`config.mk`:
```
export PLATFORM = sky130hd
export DESIGN_NAME = load_use_scoreboard_flat
export DESIGN_NICKNAME = d
export VERILOG_FILES = /design/src/rtl/load_use_scoreboard_if.sv /design/src/rtl/load_use_scoreboard.sv /design/src/flat_wrapper.sv
export SDC_FILE = /design/constraint.sdc
export NUM_CORES = 1
export LEC_CHECK = 0
export ABC_CLOCK_PERIOD_IN_PS = 5490
export CAP_MARGIN = 5
export CELL_PAD_IN_SITES_DETAIL_PLACEMENT = 0
export CELL_PAD_IN_SITES_GLOBAL_PLACEMENT = 1
export CORE_MARGIN = 1.5
export CORE_UTILIZATION = 34
export CTS_CLUSTER_DIAMETER = 40
export DETAILED_ROUTE_END_ITERATION = 10
export PLACE_DENSITY = 0.87
export SYNTH_ARGS = -nofsm -noshare
export SYNTH_HDL_FRONTEND = slang
export SYNTH_SLANG_ARGS = --single-unit
```
`constraint.sdc`:
```
create_clock -name clk_i -period 5.49 [get_ports clk_i]
set_input_delay 1.098 -clock clk_i [delete_from_list [all_inputs] [get_ports clk_i]]
set_output_delay 1.098 -clock clk_i [all_outputs]
set_load 0.005 [all_outputs]
```
`src/rtl/load_use_scoreboard_if.sv`:
```
// Hazard-unit bus: ID source operands, EX producer info and the stall controls returned to the pipeline.
// The master drives the pipeline-side signals and the slave is the hazard unit.
interface load_use_scoreboard_if #(
  parameter int REG_W = 5,
  parameter int CNT_W = 16
);
  logic [REG_W-1:0] id_rs1_i;
  logic [REG_W-1:0] id_rs2_i;
  logic             id_rs1_use_i;
  logic             id_rs2_use_i;
  logic [REG_W-1:0] ex_rd_i;
  logic             ex_memread_i;
  logic             ex_valid_i;
  logic             mem_stall_i;
  logic             mux_o;
  logic             IFID_write_o;
  logic             pc_write_o;
  logic             busy_o;
  logic [CNT_W-1:0] stall_cnt_o;

  modport master (
    output id_rs1_i, id_rs2_i, id_rs1_use_i, id_rs2_use_i,
    output ex_rd_i, ex_memread_i, ex_valid_i, mem_stall_i,
    input  mux_o, IFID_write_o, pc_write_o, busy_o, stall_cnt_o
  );

  modport slave (
    input  id_rs1_i, id_rs2_i, id_rs1_use_i, id_rs2_use_i,
    input  ex_rd_i, ex_memread_i, ex_valid_i, mem_stall_i,
    output mux_o, IFID_write_o, pc_write_o, busy_o, stall_cnt_o
  );
endinterface

```
`src/rtl/load_use_scoreboard.sv`:
```
// Load-use hazard unit with a per-register countdown scoreboard covering a configurable load latency.
// Produces the bubble/hold controls combinationally and keeps a saturating count of stall cycles.
module load_use_scoreboard #(
  parameter int REG_W    = 5,
  parameter int LOAD_LAT = 1,
  parameter int CNT_W    = 16
) (
  input logic                  clk_i,
  input logic                  rst_i,
  load_use_scoreboard_if.slave bus
);

  localparam int NUM_REGS = 1 << REG_W;
  localparam int CW       = $clog2(LOAD_LAT + 1);

  localparam logic [CW-1:0]    CNT_ZERO  = {CW{1'b0}};
  localparam logic [CW-1:0]    CNT_ONE   = CW'(1);
  localparam logic [CW-1:0]    CNT_LOAD  = CW'(LOAD_LAT - 1);
  localparam logic [REG_W-1:0] REG_ZERO  = {REG_W{1'b0}};
  localparam logic [CNT_W-1:0] STALL_ONE = CNT_W'(1);
  localparam logic [CNT_W-1:0] STALL_MAX = {CNT_W{1'b1}};

  logic [CW-1:0]    cnt_q [1:NUM_REGS-1];
  logic [CW-1:0]    cnt_d [1:NUM_REGS-1];
  logic [CNT_W-1:0] stall_q;
  logic [CNT_W-1:0] stall_d;

  logic ex_load_s;
  logic ex_hit_s;
  logic sb_hit_s;
  logic busy_s;
  logic hazard_s;

  // Scoreboard lookup for both ID sources plus the busy summary.
  always_comb begin
    sb_hit_s = 1'b0;
    busy_s   = 1'b0;
    for (int r = 1; r < NUM_REGS; r++) begin
      if (cnt_q[r] != CNT_ZERO) begin
        busy_s = 1'b1;
        if (bus.id_rs1_use_i && (bus.id_rs1_i == REG_W'(r))) begin
          sb_hit_s = 1'b1;
        end else if (bus.id_rs2_use_i && (bus.id_rs2_i == REG_W'(r))) begin
          sb_hit_s = 1'b1;
        end else begin
          sb_hit_s = sb_hit_s;
        end
      end else begin
        busy_s = busy_s;
      end
    end
  end

  // Direct EX-stage load match and the final hazard/freeze decision.
  always_comb begin
    ex_load_s = bus.ex_valid_i & bus.ex_memread_i & (bus.ex_rd_i != REG_ZERO);
    ex_hit_s  = ex_load_s &
                ((bus.id_rs1_use_i & (bus.id_rs1_i == bus.ex_rd_i)) |
                 (bus.id_rs2_use_i & (bus.id_rs2_i == bus.ex_rd_i)));
    hazard_s  = (ex_hit_s | sb_hit_s) & ~bus.mem_stall_i;
  end

  assign bus.mux_o        = hazard_s;
  assign bus.IFID_write_o = ~(hazard_s | bus.mem_stall_i);
  assign bus.pc_write_o   = ~(hazard_s | bus.mem_stall_i);
  assign bus.busy_o       = busy_s;
  assign bus.stall_cnt_o  = stall_q;

  // Countdown next state: a memory freeze holds everything, and a new load beats the decrement.
  always_comb begin
    for (int r = 1; r < NUM_REGS; r++) begin
      cnt_d[r] = cnt_q[r];
      if (bus.mem_stall_i) begin
        cnt_d[r] = cnt_q[r];
      end else if (ex_load_s && (bus.ex_rd_i == REG_W'(r))) begin
        cnt_d[r] = CNT_LOAD;
      end else if (cnt_q[r] != CNT_ZERO) begin
        cnt_d[r] = cnt_q[r] - CNT_ONE;
      end else begin
        cnt_d[r] = cnt_q[r];
      end
    end
  end

  // Saturating stall-cycle counter next state.
  always_comb begin
    stall_d = stall_q;
    if (hazard_s && (stall_q != STALL_MAX)) begin
      stall_d = stall_q + STALL_ONE;
    end else begin
      stall_d = stall_q;
    end
  end

  // State registers with asynchronous active-low clear.
  always_ff @(posedge clk_i or negedge rst_i) begin
    if (!rst_i) begin
      for (int r = 1; r < NUM_REGS; r++) begin
        cnt_q[r] <= CNT_ZERO;
      end
      stall_q <= {CNT_W{1'b0}};
    end else begin
      for (int r = 1; r < NUM_REGS; r++) begin
        cnt_q[r] <= cnt_d[r];
      end
      stall_q <= stall_d;
    end
  end

endmodule

```
`src/flat_wrapper.sv`:
```
// flat-port wrapper written by rule: the top's interface ports become plain ports
module load_use_scoreboard_flat 
#(
  parameter int REG_W    = 5,
  parameter int LOAD_LAT = 1,
  parameter int CNT_W    = 16
)
  (clk_i, rst_i, bus_id_rs1_i, bus_id_rs2_i, bus_id_rs1_use_i, bus_id_rs2_use_i, bus_ex_rd_i, bus_ex_memread_i, bus_ex_valid_i, bus_mem_stall_i, bus_mux_o, bus_IFID_write_o, bus_pc_write_o, bus_busy_o, bus_stall_cnt_o);
  load_use_scoreboard_if #(.REG_W(REG_W), .CNT_W(CNT_W)) bus_i ();
  input logic clk_i;
  input logic rst_i;
  input wire logic [$bits(bus_i.id_rs1_i)-1:0] bus_id_rs1_i;
  input wire logic [$bits(bus_i.id_rs2_i)-1:0] bus_id_rs2_i;
  input wire logic [$bits(bus_i.id_rs1_use_i)-1:0] bus_id_rs1_use_i;
  input wire logic [$bits(bus_i.id_rs2_use_i)-1:0] bus_id_rs2_use_i;
  input wire logic [$bits(bus_i.ex_rd_i)-1:0] bus_ex_rd_i;
  input wire logic [$bits(bus_i.ex_memread_i)-1:0] bus_ex_memread_i;
  input wire logic [$bits(bus_i.ex_valid_i)-1:0] bus_ex_valid_i;
  input wire logic [$bits(bus_i.mem_stall_i)-1:0] bus_mem_stall_i;
  output wire logic [$bits(bus_i.mux_o)-1:0] bus_mux_o;
  output wire logic [$bits(bus_i.IFID_write_o)-1:0] bus_IFID_write_o;
  output wire logic [$bits(bus_i.pc_write_o)-1:0] bus_pc_write_o;
  output wire logic [$bits(bus_i.busy_o)-1:0] bus_busy_o;
  output wire logic [$bits(bus_i.stall_cnt_o)-1:0] bus_stall_cnt_o;
  assign bus_i.id_rs1_i = bus_id_rs1_i;
  assign bus_i.id_rs2_i = bus_id_rs2_i;
  assign bus_i.id_rs1_use_i = bus_id_rs1_use_i;
  assign bus_i.id_rs2_use_i = bus_id_rs2_use_i;
  assign bus_i.ex_rd_i = bus_ex_rd_i;
  assign bus_i.ex_memread_i = bus_ex_memread_i;
  assign bus_i.ex_valid_i = bus_ex_valid_i;
  assign bus_i.mem_stall_i = bus_mem_stall_i;
  assign bus_mux_o = bus_i.mux_o;
  assign bus_IFID_write_o = bus_i.IFID_write_o;
  assign bus_pc_write_o = bus_i.pc_write_o;
  assign bus_busy_o = bus_i.busy_o;
  assign bus_stall_cnt_o = bus_i.stall_cnt_o;
  load_use_scoreboard #(.REG_W(REG_W), .LOAD_LAT(LOAD_LAT), .CNT_W(CNT_W)) u_core (.clk_i(clk_i), .rst_i(rst_i), .bus(bus_i));
endmodule
```
Word level (Yosys, flattened, before mapping)
Cells that the tools add are included.

Reductions and logical operators: 95. Equal/unequal tests: 96. Mux-type cells: 186. Add/subtract/negate cells: 32. Bitwise logic cells: 11.

Operators with widths (count): $eq A5 B5 Y1 const B (48); $mux W1 (186); $eq A5 B4 Y1 const B (24); $logic_and A1 B1 Y1 (94); $eq A5 B3 Y1 const B (12); $sub A1 B1 Y1 const B (31); $eq A5 B2 Y1 const B (6); $add A16 B1 Y16 const B (1); $ne A16 B16 Y1 const B (1); $eq A5 B1 Y1 const B (3); $eq A5 B5 Y1 (2); $and A1 B1 Y1 (6); $reduce_bool A5 Y1 (1); $or A1 B1 Y1 (3); $not A1 Y1 (2).

Register bits after elaboration: 47. Logic and storage cells: 452. Bits of input ports: 22.

Longest topological paths before layout
Gate-level depths: netlist (run 1).

Word-level depth: 99. Gate-level depth with buffers: 7.

Worst setup path before layout (run 1)
OpenSTA, ideal clock, no wires.

Path kind: input-to-output. Start: input port bus_ex_rd_i[1]. End: output port bus_pc_write_o. Arrival: 2195 ps. Path buffers: 1. Slack: 2197 ps. Stages on the path: 4. Data required time: 4392 ps. Cells stage by stage: or3_1 -> o311a_1 -> a21oi_1 -> buf_4.

Word-level cells in the longest chain between the ends: 8. Elaborated cells between the ends (all ways): 12.

Ends and longest elaborated chain: from (decl) (line flat_wrapper.sv:16) `input wire logic [$bits(bus_i.ex_rd_i)-1:0] bus_ex_rd_i;`; $eq A5 B5 Y1 (on tied branches) (line load_use_scoreboard.sv:58, load_use_scoreboard.sv:59); $and A1 B1 Y1 (on tied branches) (line load_use_scoreboard.sv:58, load_use_scoreboard.sv:59); $or A1 B1 Y1 (line load_use_scoreboard.sv:58) `((bus.id_rs1_use_i & (bus.id_rs1_i == bus.ex_rd_i)) |`; $and A1 B1 Y1 * (line load_use_scoreboard.sv:57) `ex_hit_s = ex_load_s &`; $or A1 B1 Y1 * (line load_use_scoreboard.sv:60) `hazard_s = (ex_hit_s | sb_hit_s) & ~bus.mem_stall_i;`; $and A1 B1 Y1 * (line load_use_scoreboard.sv:60); $or A1 B1 Y1 *; $not A1 Y1 *; to (decl) (line flat_wrapper.sv:22) `output wire logic [$bits(bus_i.pc_write_o)-1:0] bus_pc_write_o;`.

Mark *: on every way between the ends. The rest lies on a longest branch, timed or not.

Worst setup path after layout (run 1)
Start: input port bus_ex_rd_i[4]. End: output port bus_mux_o.

Word-level cells in the longest chain between the ends: 6. Elaborated cells between the ends (all ways): 10.

Ends and longest elaborated chain: $eq A5 B5 Y1 (on tied branches) (line load_use_scoreboard.sv:58, load_use_scoreboard.sv:59); $and A1 B1 Y1 (on tied branches) (line load_use_scoreboard.sv:58, load_use_scoreboard.sv:59); $or A1 B1 Y1 (line load_use_scoreboard.sv:58); $and A1 B1 Y1 * (line load_use_scoreboard.sv:57); $or A1 B1 Y1 * (line load_use_scoreboard.sv:60); $and A1 B1 Y1 * (line load_use_scoreboard.sv:60); to (decl) (line flat_wrapper.sv:20) `output wire logic [$bits(bus_i.mux_o)-1:0] bus_mux_o;`.

Marks and branches as above.

==> impl_metrics.py, run 1 <==
metrics = {
    "cts": {
        "clkSlewWorstSetupHoldPaths_ns": 0.10,
        "h-tree-depth": 1,
        "clk_latency_ns": 0.29,
        "post_cts_resized": 0,
        "clock_sinks": 16,
        "cts_setup_buffers": 0,
        "clock_path_buffers": 2,
        "root_buffer": "clkbuf_4",
        "tritoncts": "done",
        "hold_buffers": 0,
        "numCtsBuffers": 3,
    },
    "synth": {
        "synth_flop_cell": "dfrtp_1",
        "synth.distinct_cells": 32,
        "avgSynthCellArea_um2": 10.6,
        "synth.area.mux_share": 0.0358,
        "synth_cells": 99,
        "synth-async-reset-ratio": 1.00,
        "yosysTopAreaCell": "dfrtp_1",
        "synth_top_family_by_area": "simple AND/OR/NAND/NOR gates",
        "synth-xor-area-share": 0.192,
        "synth-compound-area-share": 0.0931,
        "synth_top_area_share": 0.382,
        "syn_area_um2": 1050,
        "synth_fp_nets": 122,
        "ys_ff_latch": 16,
        "synthSimpleGateAreaFrac": 0.249,
        "synth_fa_ha_area_frac": 0.0119,
        "yosys-top-cells-area": "dfrtp_1, xnor2_1, nand4_1, and3_1, nand3_1",
        "synth_edf_count": 0,
        "ys_seq_area_frac": 0.382,
        "ys_warn_count": 0,
    },
    "detailed_routing": {
        "drc": 0,
        "first_pass_iters": 4,
        "routed_wl_mm": 2.52,
        "drtIter0Drc": 20,
        "vias": 871,
        "wire_per_inst_um": 14.8,
        "drtAntennaViolNets": 0,
        "vias_per_cell": 5.12,
    },
    "final_layout": {
        "n_antenna_cell": 0,
        "finalNonFillerCells": 170,
        "largest_reg_flops": 16,
        "finalNetCount": 163,
        "drive_above_1_share": 0.0863,
        "area_delta_synth_final_pct": 42.1,
        "layout_common_cells": "clkdlybuf4s50_1, xnor2_1, dfrtp_1",
        "final_common_cell": "clkdlybuf4s50_1",
    },
    "flow_run": {
        "max-cap-violations": 0,
    },
    "global_route": {
        "grt_pass1_vias": 944,
        "gr-total-overflow": 0,
        "grt_max_degree": 18,
        "antenna_found_initial": 0,
        "grt_pass1_wl_mm": 4.31,
        "grt_usage": 0.167,
    },
    "pwr": {
        "powerDensity_nw_per_um2": 167,
        "ir_worst_vdd_mv": 0.139,
        "p_leak_nw": 0.583,
    },
    "sta": {
        "slew_headroom": 0.519,
        "tightest_slew_ns": 0.720,
        "layout_worst_path_cycle_share": 0.778,
        "finalMaxSlewViolations": 0,
        "hold_violations": 0,
        "setup_viol": 0,
        "final.min_clock_period_ns": 4.27,
        "fin_tns_setup_ns": 0,
        "timing.fmax_mhz": 234,
        "skew_ns": 0.000770,
        "rsz0062_at_grt": "false",
        "setup_slack_ns": 1.22,
    },
    "floorplanning": {
        "core_um2": 2830,
        "io_pins": 42,
        "start_util": 0.371,
        "core.rowCount": 19,
        "die_w_um": 58.5,
        "die_h_um": 58.5,
        "dieArea_um2": 3430,
    },
    "worst_setup_path": {
        "critPathLaunchType": "input port",
        "cp-end-kind": "primary output",
        "crit_fanout": 17,
        "r2r-start": "u_core.bus.stall_cnt_o[0]$_DFFE_PN0P_",
        "crit_start": "bus_ex_rd_i[4]",
        "reg2reg_slack_ns": 3.50,
        "reg2reg_depth": 6,
        "worstSetupEndpoint": "bus_mux_o",
        "crit_arrival_ns": 3.17,
        "critPathRequiredTime_ns": 4.39,
        "path_class": "input port to primary output",
        "r2r-end": "u_core.bus.stall_cnt_o[1]$_DFFE_PN0P_",
    },
    "min_path": {
        "hold_class": "flop to flop",
    },
    "placement": {
        "place.gp.congestion": 0.813,
        "placedCellCount": 166,
        "place_ws_ns": 1.20,
        "dp_hpwl_mm": 1.96,
        "port_buffers": 40,
    },
    "status": {
        "outcome": "finished, final reports clean",
    },
}
## layout make-up
type	instances	area (µm²)
fillers	275	1340
clock buffers	4	36.3
well taps	31	38.8
flip-flops and latches	16	400
multi-input cells	79	614
repair buffers	40	400
## worst min path at each step
stage | from | end | cells past startpoint
6_report | u_core.bus.stall_cnt_o[9]$_DFFE_PN0P_ | u_core.bus.stall_cnt_o[9]$_DFFE_PN0P_ | 1
5_1_grt | u_core.bus.stall_cnt_o[9]$_DFFE_PN0P_ | u_core.bus.stall_cnt_o[9]$_DFFE_PN0P_ | 1
4_1_cts | u_core.bus.stall_cnt_o[9]$_DFFE_PN0P_ | u_core.bus.stall_cnt_o[9]$_DFFE_PN0P_ | 1
3_5_place_dp | u_core.bus.stall_cnt_o[9]$_DFFE_PN0P_ | u_core.bus.stall_cnt_o[9]$_DFFE_PN0P_ | 1
3_3_place_gp | u_core.bus.stall_cnt_o[9]$_DFFE_PN0P_ | u_core.bus.stall_cnt_o[9]$_DFFE_PN0P_ | 1
2_1_floorplan | u_core.bus.stall_cnt_o[9]$_DFFE_PN0P_ | u_core.bus.stall_cnt_o[9]$_DFFE_PN0P_ | 1
## routing by layer
layer  GRT usage  vias up  routed length [µm]
met2       0.274       26                1260
li1            -      435                   -
met4      0.0831        0                  37
met1       0.213      406                1130
met3      0.0242        4                  87
met5           0        -                   0
## power by group
| part | total, mW | switching [mW] | internal, mW |
|---|---|---|---|
| clock | 0.0793 | 0.0390 | 0.0404 |
| sequential | 0.123 | 0.00263 | 0.120 |
| combinational | 0.0467 | 0.0182 | 0.0285 |
## metrics by stage
step / power, mW / area [µm²] / utilization / hold WS (ns)
5_1_grt: 0.263 / 1490 / 0.527 / 0.531
2_1_floorplan: 0.144 / 1050 / - / 0.481
3_5_place_dp: 0.172 / 1450 / 0.514 / 0.486
3_3_place_gp: 0.171 / 1450 / 0.514 / 0.484
6_report: 0.249 / 1490 / 0.527 / 0.500
4_1_cts: 0.253 / 1490 / 0.527 / 0.501
## cells in the mapped netlist (2+ instances only)
master and n:
xnor2_1 23, dfrtp_1 16, nand3_1 8, nand4_1 8, and3_1 7, nand2_1 7
buf_4 3, a21oi_1 2, nor2_1 2
## critical path: stages
cell and delay (ns):
clkdlybuf4s50_1 0.61, xnor2_1 0.15, nand4_1 0.15, o22ai_4 0.46, nor2b_1 0.19, clkdlybuf4s50_1 0.50
## cells by family after synthesis
group | count (synthesis)
xor+xnor | 23
compound gates | 7
other cells | 1
simple gates | 44
flops | 16
fa+ha+maj | 1
buf+inv | 4
mux | 3
Note: power is estimated with default switching activity, not from simulation.
==> inputs of run 2 (changes only) <==
Settings changed: ABC_CLOCK_PERIOD_IN_PS 5490 to 4200, CORE_UTILIZATION 34 to 32, PLACE_DENSITY 0.87 to 0.83.
Clock period 5.49 ns to 4.2 ns, I/O delays scaled along.
==> run 2 against run 1 <==
Against the previous run:
- hold slack improved by 0.017 ns
- combinational power increased by 32%
- wire length decreased by 1.5%
- register-to-register slack got worse by 1.3 ns
- sequential power increased by 31%
- first-iteration DRC count increased by 35%
- total power increased by 29%
- via count increased by 4.1%
- worst setup slack got worse by 0.69 ns
- design area increased by 1.6%
- critical endpoint is now bus_IFID_write_o
- largest power group unchanged
==> impl_metrics.py, run 2 (same netlist as run 1, synthesis figures left out) <==
metrics = {
    "status": {
        "outcome": "finished, final reports clean",
    },
    "final_layout": {
        "drive_above_1_share": 0.0929,
        "final_common_cell": "clkdlybuf4s50_1",
        "n_antenna_cell": 0,
        "finalNetCount": 164,
        "layout_common_cells": "clkdlybuf4s50_1, xnor2_1, dfrtp_1",
        "area_delta_synth_final_pct": 44.4,
        "largest_reg_flops": 16,
    },
    "placement": {
        "place.gp.congestion": 0.774,
        "port_buffers": 40,
        "dp_hpwl_mm": 1.97,
        "place_ws_ns": 0.523,
    },
    "detailed_routing": {
        "first_pass_iters": 4,
        "routed_wl_mm": 2.48,
        "drtAntennaViolNets": 0,
        "wire_per_inst_um": 13.5,
        "drc": 0,
        "drtIter0Drc": 27,
        "vias": 907,
        "vias_per_cell": 4.93,
    },
    "cts": {
        "h-tree-depth": 1,
        "tritoncts": "done",
        "clk_latency_ns": 0.28,
        "root_buffer": "clkbuf_4",
        "clkSlewWorstSetupHoldPaths_ns": 0.09,
        "post_cts_resized": 0,
        "hold_buffers": 0,
        "cts_setup_buffers": 0,
        "numCtsBuffers": 3,
        "clock_sinks": 16,
        "clock_path_buffers": 2,
    },
    "global_route": {
        "grt_pass1_wl_mm": 4.34,
        "grt_pass1_vias": 989,
        "grt_max_degree": 17,
        "antenna_found_initial": 0,
        "grt_usage": 0.160,
        "gr-total-overflow": 0,
    },
    "worst_setup_path": {
        "path_delay_family": "buffers and inverters",
        "worst-path-buf-inv": 2,
        "critPathLaunchType": "input port",
        "reg2reg_depth": 6,
        "critPathRequiredTime_ns": 3.36,
        "cpMostUsedCell": "clkdlybuf4s50_1",
        "path_class": "input port to primary output",
        "slowest_delay_ns": 0.53,
        "slowest_stage": "clkdlybuf4s50_1",
        "crit_chain": "clkdlybuf4s50_1 > or3_1 > o311a_1 > a21oi_1 > clkdlybuf4s50_1",
        "cp_num_cells": 5,
        "crit_arrival_ns": 2.83,
        "crit_fanout": 3,
        "cp-end-kind": "primary output",
    },
    "floorplanning": {
        "dieArea_um2": 3630,
        "core_um2": 3080,
        "start_util": 0.341,
        "io_pins": 42,
        "die_h_um": 60.2,
        "die_w_um": 60.2,
        "core.rowCount": 20,
    },
    "min_path": {
        "whs_path_depth": 1,
        "hold_class": "flop to flop",
    },
    "pwr": {
        "clkPwrFrac": 0.307,
        "internal_power_mw": 0.248,
        "swShare": 0.229,
        "combPwrFrac": 0.192,
        "seq_power_share": 0.501,
        "powerDensity_nw_per_um2": 212,
        "ir_worst_vdd_mv": 0.134,
        "p_leak_nw": 0.588,
        "p_total_mw": 0.321,
        "switchingPower_mw": 0.0735,
    },
    "sta": {
        "setup_viol": 0,
        "fin_tns_setup_ns": 0,
        "final.min_clock_period_ns": 3.67,
        "layout_worst_path_cycle_share": 0.874,
        "tightest_slew_ns": 0.722,
        "hold_violations": 0,
        "slew_headroom": 0.517,
        "rsz0062_at_grt": "false",
        "timing.fmax_mhz": 273,
        "finalMaxSlewViolations": 0,
        "setup_slack_ns": 0.531,
        "skew_ns": 0.00203,
    },
    "flow_run": {
        "max-cap-violations": 0,
    },
}
run 2: cell count changes in the layout (fill, tap and decap cells not counted):
cell	delta
buf_4	+1
run 2: power by group through the flow:
| stage | Sequential (mW) | Combinational [mW] | Clock (mW) |
|---|---|---|---|
| 2_1_floorplan | 0.163 | 0.0245 | 0 |
| 6_report | 0.161 | 0.0616 | 0.0986 |
| 4_1_cts | 0.161 | 0.0624 | 0.103 |
| 3_5_place_dp | 0.164 | 0.0621 | 0 |
| 5_1_grt | 0.162 | 0.0665 | 0.115 |
| 3_3_place_gp | 0.164 | 0.0608 | 0 |
run 2: worst paths after layout:
| path | slack (ns) | from | end |
|---|---|---|---|
| max | 0.53 | bus_ex_rd_i[1] | bus_IFID_write_o |
| min | 0.52 | u_core.bus.stall_cnt_o[9]$_DFFE_PN0P_ | u_core.bus.stall_cnt_o[9]$_DFFE_PN0P_ |
| max reg2reg | 2.21 | u_core.bus.stall_cnt_o[0]$_DFFE_PN0P_ | u_core.bus.stall_cnt_o[1]$_DFFE_PN0P_ |
| min reg2reg | 0.52 | u_core.bus.stall_cnt_o[9]$_DFFE_PN0P_ | u_core.bus.stall_cnt_o[9]$_DFFE_PN0P_ |
| max in group asynchronous | 2.76 | rst_i | u_core.bus.stall_cnt_o[13]$_DFFE_PN0P_ |
| min in group asynchronous | 0.98 | rst_i | u_core.bus.stall_cnt_o[5]$_DFFE_PN0P_ |
run 2: routing by layer:
layer  vias up  track usage  share of wire
met2        28        0.275           0.52
met5         -            0              0
met4         0       0.0476         0.0069
li1        437            -              -
met3         4       0.0260          0.040
met1       438        0.203           0.43
run 2: cell type report:
| type | count | area, µm² |
|---|---|---|
| repair buffers | 41 | 408 |
| clock buffers | 4 | 36.3 |
| flip-flops and latches | 16 | 400 |
| fillers | 302 | 1560 |
| well taps | 44 | 55.1 |
| multi-input cells | 79 | 614 |
run 2: worst register-to-register path, cell delays in order, from the launching register on:
cell     delay (ns)
dfrtp_1        0.43
ha_1           0.23
and3_1         0.20
and3_4         0.22
a41oi_4        0.41
nand2_4        0.09
mux2_4         0.30
run 2: metrics by stage:
stage / std cells / util / cell area, µm² / hold WS (ns)
detailed placement: 180 / 0.480 / 1480 / 0.507
floorplan: 99 / - / 1050 / 0.481
global placement: 180 / 0.480 / 1480 / 0.478
global route: 184 / 0.492 / 1510 / 0.530
CTS: 184 / 0.492 / 1510 / 0.522
finish: 184 / 0.492 / 1510 / 0.517
==> edit: new RTL, flow settings as in run 2 <==
`REG_W` is set to 5 in 3 places; all go to 4.
--- a/src/rtl/load_use_scoreboard_if.sv
+++ b/src/rtl/load_use_scoreboard_if.sv
@@ -1,7 +1,7 @@
 // Hazard-unit bus: ID source operands, EX producer info and the stall controls returned to the pipeline.
 // The master drives the pipeline-side signals and the slave is the hazard unit.
 interface load_use_scoreboard_if #(
-  parameter int REG_W = 5,
+  parameter int REG_W = 4,
   parameter int CNT_W = 16
 );
   logic [REG_W-1:0] id_rs1_i;
--- a/src/rtl/load_use_scoreboard.sv
+++ b/src/rtl/load_use_scoreboard.sv
@@ -1,7 +1,7 @@
 // Load-use hazard unit with a per-register countdown scoreboard covering a configurable load latency.
 // Produces the bubble/hold controls combinationally and keeps a saturating count of stall cycles.
 module load_use_scoreboard #(
-  parameter int REG_W    = 5,
+  parameter int REG_W    = 4,
   parameter int LOAD_LAT = 1,
   parameter int CNT_W    = 16
 ) (
--- a/src/flat_wrapper.sv
+++ b/src/flat_wrapper.sv
@@ -1,7 +1,7 @@
 // flat-port wrapper written by rule: the top's interface ports become plain ports
 module load_use_scoreboard_flat 
 #(
-  parameter int REG_W    = 5,
+  parameter int REG_W    = 4,
   parameter int LOAD_LAT = 1,
   parameter int CNT_W    = 16
 )
Ports: changed (resized bus_ex_rd_i, bus_id_rs1_i and bus_id_rs2_i); port bits go from 42 to 39. No check against the original RTL was run, so the function may have changed too.
==> edit against run 2 <==
- the flow now finishes with violations (design-rule violations)
- worst hold slack got worse by 0.016 ns
- sequential cell count did not move
- first-iteration DRC count fell by 11%
- combinational power fell by 8.3%
- worst setup slack improved by 0.14 ns
- fmax rose by 4.0%
- area after synthesis fell by 8.6%
- routed wire length fell by 15%
- cell area fell by 9.9%
- via count fell by 11%
- count of clock-buffer cells in the layout fell by 1
- power fell by 5.3%
- critical path depth rose by 2
- clock skew fell by 0.00061 ns
- largest cell class unchanged
==> edit: results <==
[outcome]
status = "finished, violations left"
violations = "design-rule violations"

[logic_synthesis]
synth_area_leaders = "dfrtp_1 (42%), xnor2_1 (9.1%), xor2_1 (9.1%), nand4_1 (4.6%), nand2_1 (3.9%)"
synth_mux_area_share_pct = 3.52
synth_compound_area_share_pct = 2.35
synthXorXnorAreaFrac_pct = 20.0
yosys-top-cells-count = "dfrtp_1 (16), nand2_1 (10), xnor2_1 (10), xor2_1 (10)"
syn_nets = 112
avgSynthCellArea_sq_um = 10.4
synth_cell_type_count = 28
synth_fa_ha_area_share_pct = 1.31
seq_area_frac_synth_pct = 41.8

[sta]
report.final.slew_viol_count = 0
clock_skew_ns = 0.00142
tightest_slew_ns = 0.696
whs_ns = 0.501

[hold_path]
min_from = "u_core.bus.stall_cnt_o[6]$_DFFE_PN0P_"
hold_end = "u_core.bus.stall_cnt_o[6]$_DFFE_PN0P_"

[final_layout]
multi_input_area_sq_um = 528
drive_gt1_share_pct = 11.6
insertedDiodeCount = 0
fillers = 276
nNetsFinal = 151

[routing]
vias = 805
drc = 4
wl_microns = 2100
first_iter_violations = 24
via_per_inst = 5.03
firstDrtPassIters = 7

[placed_design]
dp_hpwl_microns = 1680
portBuffers = 37
dpl.cell_count = 157
globalplace.congestion = 0.857
dpl_worst_slack_ns = 0.654
dpl-instance-area_sq_um = 1340

[floorplanning]
placementRows = 19

[power_and_ir_drop]
leakage_nw = 0.588
ir_drop_mv = 0.0990

[clock_network]
cts_resized = 0
clockBufferDepth = 2
root_buffer = "clkbuf_4"
numCtsBuffers = 3
h-tree-depth = 1

[global_route]
grt_pass1_vias = 806
grt_pass1_wl_microns = 3500
grt_usage_pct = 13.9
antenna_found_initial = 0

[critical_path]
worstPathMaxFanout = 6
r2r_start = "u_core.bus.stall_cnt_o[0]$_DFFE_PN0P_"
slowest_delay_ns = 0.51
r2r_slack_ns = 2.02
==> edit: cell count changes after synthesis, sizes merged, moves of 2 or more <==
| cell | run 2 | this run |
|---|---|---|
| and3 | 8 | 2 |
| nand2 | 8 | 10 |
| nand3 | 8 | 6 |
| nor2 | 2 | 7 |
| nor3 | 1 | 3 |
| nor4 | 0 | 3 |
| xnor2 | 23 | 11 |
| xor2 | 0 | 10 |
==> edit: cells by family (layout without fill, tap and decap cells) <==
family / Yosys count / in the layout
AO/OA/AOI/OAI: 3 / 3
XOR/XNOR: 21 / 21
adder cells (fa/ha/maj): 1 / 1
buffers and inverters: 4 / 41
flip-flops: 16 / 16
multiplexers: 3 / 3
other: 1 / 1
AND/OR/NAND/NOR: 43 / 43
==> edit: area by class of cell <==
cell class	instances	area share, %
well taps	31	2.84
repair buffers	37	27.2
flip-flops and latches	16	29.4
inverters	1	0.275
clock buffers	3	1.65
multi-input cells	72	38.7
==> edit: power breakdown <==
part / leakage, nW / total, mW / internal, mW / switching (mW)
logic: 0.352 / 0.0565 / 0.0366 / 0.0200
clock network: 0.0138 / 0.0788 / 0.0333 / 0.0455
registers: 0.222 / 0.169 / 0.160 / 0.00877
==> edit: worst max-delay path by stage <==
stage	start	end	slack, ns
after floorplan	bus_ex_rd_i[0]	bus_mux_o	1.64
after global routing	bus_ex_rd_i[1]	bus_mux_o	0.53
after detailed placement	bus_ex_rd_i[1]	bus_mux_o	0.65
after global placement	bus_ex_rd_i[1]	bus_mux_o	0.65
final	bus_ex_rd_i[1]	bus_mux_o	0.67
after CTS	bus_ex_rd_i[1]	bus_mux_o	0.64
==> edit: routing by layer <==
layer / part of all wire [%] / global-route usage (%)
met1: 44 / 17.2
met2: 48 / 22.2
met3: 6.7 / 3.35
met4: 2.1 / 7.64
met5: 0 / 0
